**config.mk**
```make
export PLATFORM = sky130hd
export DESIGN_NAME = mult_rom_serial_ctrl
export DESIGN_NICKNAME = d
export VERILOG_FILES = /design/src/rtl/mult_rom_serial_ctrl.sv
export SDC_FILE = /design/constraint.sdc
export NUM_CORES = 1
export LEC_CHECK = 0
export BUFFER_PORTS_ARGS = -buffer_cell sky130_fd_sc_hd__clkbuf_2
export CELL_PAD_IN_SITES_DETAIL_PLACEMENT = 1
export CELL_PAD_IN_SITES_GLOBAL_PLACEMENT = 2
export CORE_MARGIN = 3
export CORE_UTILIZATION = 33
export DETAILED_ROUTE_END_ITERATION = 6
export MAX_ROUTING_LAYER = met4
export PLACE_DENSITY_LB_ADDON = 0.1
export SYNTH_ARGS = -nofsm -noshare
export SYNTH_HDL_FRONTEND = slang
export SYNTH_SLANG_ARGS = --single-unit
export TNS_END_PERCENT = 100
```
**constraint.sdc**
```tcl
create_clock -name clk -period 3.6 [get_ports clk]
set_input_delay 0.18 -clock clk [delete_from_list [all_inputs] [get_ports clk]]
set_output_delay 0.18 -clock clk [all_outputs]
set_load 0.03 [all_outputs]
```
**src/rtl/mult_rom_serial_ctrl.sv**
```systemverilog
// Serial nibble multiplier driving an external 4x4 product ROM, one partial product per cycle.
// Optional MULT_ROM_SKIP_ZERO_EN: zero operands finish at the acceptance edge.
module mult_rom_serial_ctrl #(
    parameter int OP_WIDTH = 8
) (
    input  logic                    clk,
    input  logic                    rst_n,
    input  logic                    in_valid,
    output logic                    in_ready,
    input  logic [OP_WIDTH-1:0]     in_a,
    input  logic [OP_WIDTH-1:0]     in_b,
    output logic [7:0]              rom_addr,
    input  logic [7:0]              rom_dout,
    output logic                    out_valid,
    input  logic                    out_ready,
    output logic [2*OP_WIDTH-1:0]   out_p,
    output logic                    busy
);

    localparam int N  = OP_WIDTH / 4;
    localparam int NN = N * N;
    localparam int LN = $clog2(N);
    localparam int KW = $clog2(NN);
    localparam int PW = 2 * OP_WIDTH;

    typedef enum logic [1:0] {
        IDLE = 2'd0,
        CALC = 2'd1,
        DONE = 2'd2
    } state_t;

    state_t              r_state;
    logic [KW-1:0]       r_k;
    logic [OP_WIDTH-1:0] r_a;
    logic [OP_WIDTH-1:0] r_b;
    logic [PW-1:0]       r_acc;
    logic [PW-1:0]       r_out_p;
    logic                r_out_valid;

    logic [LN-1:0]       w_i;
    logic [LN-1:0]       w_j;
    logic [LN:0]         w_sum;
    logic [PW-1:0]       w_term;
    logic [PW-1:0]       w_acc_next;
    logic                w_last;
    logic [7:0]          w_addr;

    // k splits into operand-a nibble (high bits) and operand-b nibble (low bits)
    assign w_i        = r_k[KW-1:LN];
    assign w_j        = r_k[LN-1:0];
    assign w_sum      = {1'b0, w_i} + {1'b0, w_j};
    assign w_term     = {{(PW-8){1'b0}}, rom_dout} << {w_sum, 2'b00};
    assign w_acc_next = r_acc + w_term;
    assign w_last     = (r_k == KW'(NN - 1));

    always_comb begin
        w_addr = 8'h00;
        if (r_state == CALC) begin
            w_addr = {r_a[4*int'(w_i) +: 4], r_b[4*int'(w_j) +: 4]};
        end
    end

    always_ff @(posedge clk) begin
        if (!rst_n) begin
            r_state     <= IDLE;
            r_k         <= '0;
            r_a         <= '0;
            r_b         <= '0;
            r_acc       <= '0;
            r_out_p     <= '0;
            r_out_valid <= 1'b0;
        end else begin
            unique case (r_state)
                IDLE: begin
                    if (in_valid) begin
                        r_a   <= in_a;
                        r_b   <= in_b;
                        r_acc <= '0;
                        r_k   <= '0;
`ifdef MULT_ROM_SKIP_ZERO_EN
                        if ((in_a == '0) || (in_b == '0)) begin
                            r_state     <= DONE;
                            r_out_p     <= '0;
                            r_out_valid <= 1'b1;
                        end else begin
                            r_state <= CALC;
                        end
`else
                        r_state <= CALC;
`endif
                    end
                end
                CALC: begin
                    r_acc <= w_acc_next;
                    r_k   <= r_k + 1'b1;
                    if (w_last) begin
                        r_state     <= DONE;
                        r_out_p     <= w_acc_next;
                        r_out_valid <= 1'b1;
                    end
                end
                DONE: begin
                    if (out_ready) begin
                        r_state     <= IDLE;
                        r_out_valid <= 1'b0;
                    end
                end
                default: begin
                    r_state     <= IDLE;
                    r_out_valid <= 1'b0;
                end
            endcase
        end
    end

    assign in_ready  = (r_state == IDLE);
    assign busy      = (r_state != IDLE);
    assign rom_addr  = w_addr;
    assign out_valid = r_out_valid;
    assign out_p     = r_out_p;

endmodule

```
# --- Word level (Yosys, flattened, before mapping) ---
# Index checks and enable logic that the tools add are counted.
word_totals:
  rom_bits: 0
  regBits: 53
  latchBits: 0
  inputBits: 28
  mem_bits_rw: 0
  out_inout_bits: 27
  mem_count: 0
  word_cells: 40
classes:
  n_addsub: 3
  eq_ne: 6
  shift: 3
  n_bitwise: 1
  muxes: 12
  n_reduce_logical: 8
  div_mod_pow: 0
  n_lt_le_gt_ge: 0
  mul: 0
op_table:
  columns: ["cell", "n"]
  rows:
  - ["$pmux W16 S2", 1]
  - ["$add A16 B16 Y16", 1]
  - ["$mux W16", 1]
  - ["$shiftx A8 B4 Y4", 2]
  - ["$shl A8 B4 Y16", 1]
  - ["$mux W2", 4]
  - ["$mux W8", 1]
  - ["$ne A2 B2 Y1 const B", 3]
  - ["$pmux W2 S3", 1]
  - ["$reduce_and A2 Y1", 3]
  - ["$reduce_and A3 Y1", 2]
  - ["$eq A2 B2 Y1 const B", 2]
  - ["$pmux W2 S2", 1]
  - ["$reduce_bool A2 Y1", 2]
  - ["$pmux W1 S3", 1]
  - ["$add A1 B1 Y2", 1]
  - ["$add A2 B1 Y2 const B", 1]
  - ["$eq A2 B1 Y1 const B", 1]
  - ["$logic_not A2 Y1", 1]
  - ["$mux W1", 2]
  - ["$not A1 Y1", 1]

# --- Logic depth before layout (Yosys ltp) ---
# Gate-level depths: netlist of run 1.
depth:
  word_depth: 4
  depth_mapped: 12
  mapped_depth_nobuf: 11

# --- Worst setup path before layout of run 1 ---
# No wires, ideal clock.
synth_path:
  path_kind: "register to register"
  startpoint: "register r_k[0]"
  endpoint: "register r_out_p[12], in the netlist out_p[12]"
  setup_time_ns: 0.132
  synth_period_minus_slack_ns: 2.773
  n_path_buf: 1
  t_required_ns: 3.468
  arrival_ns: 2.641
  setup_slack_ns: 0.827
  path_stages_with_launch: 13
  path_cell_list: "dfxtp_1 ha_1 buf_2 nor2_1 and2_1 ha_1 fa_1 a21o_1 a221oi_2 o21ai_1 a31oi_1 xor2_1 a21oi_1"
synth_via:
  elab_chain_cells: 3
  elab_cells_between_ends: 5
  classes_between: "add/sub: 2; eq/ne: 1; shift: 1; reduce/logical: 1"
synth_lines:
  columns: ["element", "line", "source"]
  rows:
  - ["start: declaration", "33", "logic [KW-1:0] r_k;"]
  - ["start signal: assignment", "95", "r_k <= r_k + 1'b1;"]
  - ["$add A1 B1 Y2", "51", "assign w_sum = {1'b0, w_i} + {1'b0, w_j};"]
  - ["$shl A8 B4 Y16", "52", "assign w_term = {{(PW-8){1'b0}}, rom_dout} << {w_sum, 2'b00};"]
  - ["$add A16 B16 Y16", "53", "assign w_acc_next = r_acc + w_term;"]
  - ["end signal: assignment", "98", "r_out_p <= w_acc_next;"]
  - ["end: declaration", "37", "logic [PW-1:0] r_out_p;"]
# Parallel ways exist; a longest one is shown, timed or not.
# A chain may end at the register's enable or synchronous reset.

# --- Final worst setup path of run 1 ---
layout_path:
  startpoint: "register r_k[0]"
  endpoint: "register r_acc[12]"
layout_via:
  elab_chain_cells: 4
layout_lines:
  columns: ["element", "line", "source"]
  rows:
  - ["$add A1 B1 Y2", "51", null]
  - ["$shl A8 B4 Y16", "52", null]
  - ["$add A16 B16 Y16", "53", null]
  - ["$pmux W16 S2", "73", "unique case (r_state)"]
  - ["end signal: assignment", "94", "r_acc <= w_acc_next;"]
  - ["end: declaration", "36", "logic [PW-1:0] r_acc;"]
# Every way passes these cells.

==> metrics, run 1 <==
largest net degree at the start of global routing 30; Final Cycle Share 91.79%; worst-skew pair later-pin latency around 0.31 ns; Max Freq about 300 MHz; Max clock buf depth 2; critical path launch point type flop; CTS tree yes; commonest cells after routing, fill and taps aside nand2_1 (75), clkbuf_2 (54), dfxtp_1 (53); status finished, final reports clean; I/O pin cnt 55; GRT Total Usage approximately 17%; crit path DAT between 3 and 4 ns; core area a little under 9000 µm²; Hold Vio Cnt, Final 0; Pleak ~1.4 nW; synth top area cells dfxtp_1 (35%), nand2_1 (9.4%), a21boi_0 (7.7%); CTS Hold Buffers Added 0; Syn Inst Count around 370; Worst VDD drop ~150 µV; Vias 2636; power density cells between 300 and 400 nW/µm²; Die H 101.4 µm; Yosys Warn Count 0; main flop type after synthesis dfxtp_1; HP Class in -> reg; flops & latches, synth 53; endpoints failing setup 0; GR Overflow Total 0; hold_ws between 0.08 and 0.09 ns; critical path type reg -> reg; Worst path slowest cell ha_1; Sink Count between 50 and 60; global-route wire length before repair between 10 and 15 mm; vias per cell ~5; asr flop ratio synth 0%; critical path buffer and inverter count 0; crit path cell chain ha_1 -> nor2_1 -> and2_1 -> ha_1 -> fa_1 -> a21o_1 -> a221oi_2 -> o21ai_1 -> a31oi_1 -> xor2_1 -> o21ai_1; Final Instance Area 3452 µm²; CP peak stage delay approximately 0.54 ns; gpl congestion ~0.78; CP endpoint kind flop; Starting DRT DRC Count between 80 and 90; Slew headroom 42.34%; # H-tree levels 2; leading area contributor after synthesis dfxtp_1; ANT cells 0; Area after DPL roughly 3400 µm²; register area share after synthesis about a third; critical path required time around 3.8 ns; port bufs 54; final WL around 7.9 mm; post-synth top area share approximately a third; root buffer cell clkbuf_8; clk slew on worst S/H paths roughly 0.11 ns; layout cell share with drive strength beyond 1 between 10% and 20%; Rows 34; hpwl dp 6.057 mm; Least-Margin Pin Slew between 0.8 and 0.9 ns; clk_skew 0.01058 ns; vias in the first global route 2731; DR WL/cell between 15 and 20 µm; post-synth cell types 40; RSZ-0062 raised after global routing false; antenna violations before repair 0; DRC 0; commonest non-fill, non-tap cell in the layout nand2_1; Die Area 10290 µm²; crit-path max FO 8; filler instances 1092; syn nets 413; area grow syn2layout 14.86%; DR pass1 iterations 4; post-cts resize count 0; syn_area_per_cell ~8.2 µm²; EDFF count, synth 0; Post-CTS Setup Inserts 0; fin crit period about 3.3 ns; setup tns final 0 ns; Slew Viols, Final 0; mapped cell area 3005 µm²; Die Wd between 100 and 150 µm; nets ~450; total CTS buffers 5; antenna viol nets, final 0; Starting Density about a third; max-cap violation count 0; Crit path max-delay family adder cells
-- worst paths after layout --
check,start,end,slack [ns],cells past startpoint
setup / recovery,r_k[0],r_acc[12],0.30,11
hold / removal,in_a[6],r_a[6],0.08,3
setup reg to reg,r_k[0],r_acc[12],0.30,11
hold reg to reg,r_acc[12],r_acc[12],0.47,2
-- metal layers --
layer | global-route usage [%] | vias up | routed length [µm] | share of wire, %
met5 | - | - | 0 | 0
met4 | 3.988 | 0 | 86 | 1.1
met3 | 2.135 | 8 | 241 | 3.0
met2 | 27.06 | 43 | 3538 | 45
met1 | 22.47 | 1228 | 4076 | 51
li1 | - | 1357 | - | -
-- report_power, final --
part / total (mW) / switching, mW / internal (mW)
logic: 0.253 / 0.154 / 0.0986
registers: 0.627 / 0.0170 / 0.610
clock network: 0.381 / 0.221 / 0.161
-- through the flow --
| step | setup slack, ns | utilization, % | total power [mW] | cells |
|---|---|---|---|---|
| 6_report | 0.2956 | 39.39 | 1.261 | 517 |
| 5_1_grt | 0.05390 | 39.39 | 1.339 | 517 |
| 4_1_cts | 0.2615 | 39.39 | 1.285 | 517 |
| 3_5_place_dp | 0.3069 | 38.25 | 0.8962 | 509 |
| 3_3_place_gp | 0.4189 | 38.25 | 0.8937 | 509 |
| 2_1_floorplan | 0.8269 | - | 0.8231 | 367 |
-- cell type report --
class                           instances  area [µm²]  area share [%]
Clock buffer                            6       82.58           2.392
Clock inverter                          2       17.52          0.5074
Inverter                                3       11.26          0.3262
Multi-Input combinational cell        285        1829           52.99
Sequential cell                        53        1061           30.74
Tap cell                              108       135.1           3.914
Timing Repair Buffer                   60       315.3           9.134
-- cells by family (layout without fill, tap and decap cells) --
group           after synthesis  count (layout)  synth area share, %
xor+xnor                     13              13                3.789
flops                        53              53                35.30
simple gates                152             152                23.40
compound gates               88              88                21.23
mux                          14              14                4.704
fa+ha+maj                    18              18                7.743
buf+inv                      29              71                3.830
-- worst register-to-register path, stage by stage, from the launching register on --
cell and delay [ns]:
dfxtp_1 0.43, ha_1 0.54, nor2_1 0.14, and2_1 0.18
ha_1 0.21, fa_1 0.41, a21o_1 0.20, a221oi_2 0.39
o21ai_1 0.18, a31oi_1 0.22, xor2_1 0.20, o21ai_1 0.09
-- sequential cells by signal (all words and copies together) (netlist names) --
register,cells
out_p,16
r_acc,16
r_k,2
r_state,2
r_a,8
r_b,8
out_valid,1
-- Yosys cell counts (4+ instances only) --
cell	n
a21o_1	5
nand2_1	75
mux2i_1	13
nand4_1	6
a22o_1	4
a21oi_1	9
a21boi_0	31
o21ai_0	19
ha_1	17
xnor2_1	11
nor3_1	5
nor2_1	21
clkbuf_1	21
and2_1	8
dfxtp_1	53
nor2b_1	8
nand3_1	20
buf_2	5
No activity file was read; power rests on OpenSTA's default activity.
==> inputs of run 2 (changes only) <==
--- a/config.mk
+++ b/config.mk
@@ -8,6 +8,7 @@
 export BUFFER_PORTS_ARGS = -buffer_cell sky130_fd_sc_hd__clkbuf_2
 export CELL_PAD_IN_SITES_DETAIL_PLACEMENT = 1
 export CELL_PAD_IN_SITES_GLOBAL_PLACEMENT = 2
+export CORE_ASPECT_RATIO = 1.4
 export CORE_MARGIN = 3
 export CORE_UTILIZATION = 33
 export DETAILED_ROUTE_END_ITERATION = 6
==> run 2 against run 1 <==
  * Combinational power up 2%
  * Die area up 0.16%
  * Worst hold slack better by 0.025 ns
  * Largest cell class unchanged
  * Global-route usage up 1.6 points
  * Total power up 14%
  * Highest routed layer unchanged
  * Clock power up 47%
  * Utilization up 0.98 points
  * Setup slack better by 0.021 ns
  * Sequential power about the same
  * Final cell count down 0.58%
==> metrics, run 2 (same netlist as run 1, synthesis figures left out) <==
critical path launch point type flop; Pleak 1.452 nW (+2.1%); DRC 0 (unchanged); root buffer cell clkbuf_16; max-cap violation count 0 (unchanged); status finished, final reports clean; Hold EP r_b[6]; CTS tree yes; Slew headroom 44.40% (+2.1 points); Worst VDD drop 174.4 µV (+20%); ANT cells 0 (unchanged); Rows 40 (+18%); antenna viol nets, final 0 (unchanged); setup tns final 0 ns (unchanged); CP endpoint kind flop; antenna violations before repair 0 (unchanged); Die Area 10300 µm² (+0.16%); layout cell share with drive strength beyond 1 18.58% (-0.24 points); critical path required time 3.78 ns (-0.02 ns); RSZ-0062 raised after global routing false; Hold Vio Cnt, Final 0 (unchanged); vias per cell 5.126 (+0.55%); Worst R2R End r_acc[12]; fin crit period 3.283 ns (-0.02097 ns); FF-to-FF Start r_k[0]; I/O pin cnt 55 (unchanged); hold path depth 3 (unchanged); Starting DRT DRC Count 65 (-21%); critical path type reg -> reg; port bufs 54 (unchanged); power density cells 410.4 nW/µm² (+12%); clk_skew 0.007073 ns (-0.003511 ns); largest net degree at the start of global routing 37 (+23%); HP Class in -> reg; gpl congestion 0.8222 (+5.0%); Starting Density 34.51% (+0.22 points); Sink Count 53 (unchanged); GR Overflow Total 0 (unchanged); core area 8708 µm² (-0.63%); fin cells 514 (-0.58%); DR WL/cell 16.97 µm (+10%); crit path DAT 3.46 ns (-0.04 ns); hpwl dp 6.791 mm (+12%); Slew Viols, Final 0 (unchanged); worst-skew pair later-pin latency 0.30 ns (about the same); CTS Hold Buffers Added 0 (unchanged); Internal Power 1.039 mW (+20%); vias in the first global route 2796 (+2.4%); Post-CTS Setup Inserts 0 (unchanged); Reg2Reg Setup Slack 0.32 ns (+0.02 ns); commonest cells after routing, fill and taps aside nand2_1 (75), clkbuf_2 (54), dfxtp_1 (53); commonest non-fill, non-tap cell in the layout nand2_1; Reg2Reg Depth 11 (unchanged); Placed Cells incl. Taps 506 (-0.59%); final WL 8.721 mm (+9.8%); clk slew on worst S/H paths 0.07 ns (-0.04 ns); global-route wire length before repair 14.40 mm (+7.1%); DR pass1 iterations 4 (unchanged); Least-Margin Pin Slew 0.8341 ns (-0.03086 ns); Max Freq 304.6 MHz (+0.64%); area grow syn2layout 16.99%; Die Wd 86.66 µm (-15%); Vias 2635 (-0.038%); post-cts resize count 0 (unchanged); hold_ws 0.1088 ns (+0.02468 ns); Comb power frac 17.9% (-2.2 points); crit-path max FO 8 (unchanged); total CTS buffers 5 (unchanged); Clock power frac 38.7% (+8.5 points); nets 454 (unchanged); P_sw 404.4 µW (+3.2%); filler instances 1068 (-2.2%); Sequential Power Share 43.4% (-6.3 points); HP Start in_b[6]; endpoints failing setup 0 (unchanged); switching share of total power 28.02% (-3.1 points); Tot Pwr 1.443 mW (+14%); GRT Total Usage 18.46% (+1.6 points); # H-tree levels 2 (unchanged); Final Cycle Share 91.21% (-0.58 points); Die H 118.9 µm (+17%); Max clock buf depth 2 (unchanged)
run 2: changes by cell type in the layout (fill, tap and decap cells not counted), sizes merged:
cell    before  now
inv          4    3
bufinv       0    1
run 2: final cells by class:
cell class	count	area [µm²]	area share, %
clock buffers	6	128.9	3.665
repair buffers	60	315.3	8.968
well taps	105	131.4	3.737
clock inverters	2	38.79	1.103
multi-input cells	285	1829	52.03
flip-flops and latches	53	1061	30.18
inverters	3	11.26	0.3203
run 2: worst max-delay path by stage:
stage	start	endpoint	cells after the start
after floorplan	r_k[0]	out_p[12]	12
after global placement	r_k[0]	r_acc[12]	11
after detailed placement	r_k[0]	r_acc[12]	11
after CTS	r_k[0]	r_acc[12]	11
after global routing	r_k[0]	r_acc[12]	11
final	r_k[0]	r_acc[12]	11
run 2: per-layer routing:
metal,share of wire (%),vias to the layer above,track usage [%]
met3,2.5,12,2.768
met4,2.4,0,6.725
met1,40,1231,19.64
li1,-,1353,-
met2,55,39,33.76
met5,0,-,-
run 2: critical path, stage by stage, from the launching register on:
cell and delay, ns:
dfxtp_1 0.42, ha_1 0.56, nor2_1 0.14, and2_1 0.18, ha_1 0.21, fa_1 0.40, a21o_1 0.19, a221oi_2 0.35
o21ai_1 0.17, a31oi_1 0.23, xor2_1 0.21, o21ai_1 0.09
run 2: power groups by stage:
stage                     logic, mW  clock network [mW]  registers (mW)
after detailed placement      0.261                   0           0.641
final                         0.258               0.559           0.627
after CTS                     0.263               0.574           0.627
after global placement        0.258                   0           0.640
after global routing          0.290               0.600           0.631
after floorplan               0.189                   0           0.634
run 2: per-stage QoR:
step                setup slack (ns)  area (µm²)  utilization, %
detailed placement            0.3292        3348           38.45
global placement              0.3649        3348           38.45
CTS                           0.3139        3516           40.37
floorplan                     0.8269        3005               -
global route                 0.05753        3516           40.37
finish                        0.3166        3516           40.37
==> inputs of run 3 (changes only) <==
--- a/config.mk
+++ b/config.mk
@@ -12,6 +12,7 @@
 export CORE_MARGIN = 3
 export CORE_UTILIZATION = 33
 export DETAILED_ROUTE_END_ITERATION = 6
+export GPL_TIMING_DRIVEN = 0
 export MAX_ROUTING_LAYER = met4
 export PLACE_DENSITY_LB_ADDON = 0.1
 export SYNTH_ARGS = -nofsm -noshare
==> run 3 against run 2 <==
  * Global-route usage is 0.29 points higher
  * Combinational power is 5% higher
  * Clock-buffer cell count is 1 higher
  * Clock skew is 0.0027 ns lower
  * Maximum frequency is 0.57% higher
  * Largest power group unchanged
  * Largest cell class unchanged
==> metrics, run 3 (same netlist as run 1, synthesis figures left out) <==
clk_skew 0.004421 ns (-0.002652 ns); root buffer cell clkbuf_16; CTS tree yes; power density cells 398.7 nW/µm² (-2.9%); critical path type reg -> reg; Hold Vio Cnt, Final 0 (unchanged); ANT cells 0 (unchanged); Starting DRT DRC Count 70 (+7.7%); Final WS setup 0.3350 ns (+0.01847 ns); endpoints failing setup 0 (unchanged); commonest cells after routing, fill and taps aside nand2_1 (75), clkbuf_2 (54), dfxtp_1 (53); hold_ws 0.1074 ns (-0.001392 ns); global-route wire length before repair 14.84 mm (+3.1%); DR pass1 iterations 3 (-1); I/O pin cnt 55 (unchanged); Area after DPL 3402 µm² (+1.6%); GR Overflow Total 0 (unchanged); Least-Margin Pin Slew 0.5867 ns (-0.2474 ns); Rows 40 (unchanged); hpwl dp 7.126 mm (+4.9%); Worst VDD drop 204.2 µV (+17%); Sink Count 53 (unchanged); vias in the first global route 2991 (+7.0%); Starting Density 34.51% (unchanged); antenna viol nets, final 0 (unchanged); CTS Hold Buffers Added 0 (unchanged); core area 8708 µm² (unchanged); largest net degree at the start of global routing 17 (-54%); Max clock buf depth 2 (unchanged); Die Wd 86.66 µm (unchanged); Vias 2762 (+4.8%); Slew Viols, Final 0 (unchanged); vias per cell 5.182 (+1.1%); crit-path max FO 8 (unchanged); status finished, final reports clean; filler instances 1093 (+2.3%); layout cell share with drive strength beyond 1 17.76% (-0.82 points); Die H 118.9 µm (unchanged); Final Cycle Share 90.69% (-0.51 points); HP Class in -> reg; setup tns final 0 ns (unchanged); fin crit period 3.265 ns (-0.01847 ns); DP Worst Slack 0.2303 ns (-0.09890 ns); GRT Total Usage 18.75% (+0.29 points); Post-CTS Setup Inserts 0 (unchanged); area grow syn2layout 18.61%; final WL 8.865 mm (+1.7%); DRC 0 (unchanged); nets 473 (+4.2%); max-cap violation count 0 (unchanged); port bufs 53 (-1.9%); clk slew on worst S/H paths 0.07 ns (about the same); commonest non-fill, non-tap cell in the layout nand2_1; Max Freq 306.3 MHz (+0.57%); Slew headroom 60.89% (+16 points); crit path DAT 3.44 ns (-0.02 ns); Final Instance Area 3565 µm² (+1.4%); Pleak 1.470 nW (+1.3%); Die Area 10300 µm² (unchanged); CP endpoint kind flop; RSZ-0062 raised after global routing false; critical path required time 3.77 ns (about the same); critical path launch point type flop; worst-skew pair later-pin latency 0.30 ns (about the same); DR WL/cell 16.63 µm (-2.0%); # H-tree levels 2 (unchanged); post-cts resize count 0 (unchanged); antenna violations before repair 0 (unchanged); total CTS buffers 5 (unchanged); gpl congestion 0.8109 (-1.4%)
-- run 3: changes by cell type in the layout (fill, tap and decap cells not counted) --
cell / before / now
clkinv_4: 1 / 0
clkbuf_8: 0 / 2
clkbuf_1: 1 / 20
buf_2: 0 / 5
bufinv_16: 1 / 0
inv_6: 0 / 1
buf_4: 6 / 0
-- run 3: per-stage QoR --
stage | instances | total power, mW | utilization, %
after detailed placement | 525 | 0.9124 | 39.07
after global routing | 533 | 1.499 | 40.93
final | 533 | 1.421 | 40.93
after CTS | 533 | 1.449 | 40.92
after floorplan | 367 | 0.8231 | -
after global placement | 525 | 0.9066 | 39.07
-- run 3: worst max-delay path, stage by stage (launching register included) --
cell and delay (ns):
dfxtp_1 0.33, ha_1 0.28, buf_2 0.23, nor2_1 0.11
and2_1 0.18, ha_1 0.21, fa_1 0.42, a21o_1 0.21
a221oi_2 0.37, nand3b_4 0.22, nand2_1 0.07, xnor2_1 0.35
o21ai_0 0.16
-- run 3: area by class of cell --
type	instances	area [µm²]	area share (%)
inverter	3	11.26	0.3159
clock inverter	1	8.758	0.2457
buffer	26	105.1	2.948
sequential	53	1061	29.76
clock buffer	7	152.6	4.282
timing repair buffer	53	265.3	7.441
tap	105	131.4	3.686
multi-input combinational	285	1829	51.32
-- run 3: final timing paths --
check,start,endpoint,slack (ns),depth (start not counted)
hold reg to reg,r_b[1],r_b[1],0.46,2
setup reg to reg,r_k[0],r_acc[8],0.34,12
hold / removal,in_a[3],r_a[3],0.11,3
setup / recovery,r_k[0],r_acc[8],0.34,12
-- run 3: routing by layer --
metal / share of wire, % / GRT usage, %
met5: 0 / -
met2: 55 / 35.82
met3: 2.7 / 2.837
met1: 40 / 18.92
met4: 2.4 / 6.043
-- run 3: power breakdown --
| part | switching [mW] | total [mW] | leakage (nW) | internal, mW |
|---|---|---|---|---|
| combinational | 0.169 | 0.270 | 0.959 | 0.100 |
| clock | 0.229 | 0.528 | 0.0805 | 0.299 |
| sequential | 0.0138 | 0.623 | 0.431 | 0.609 |
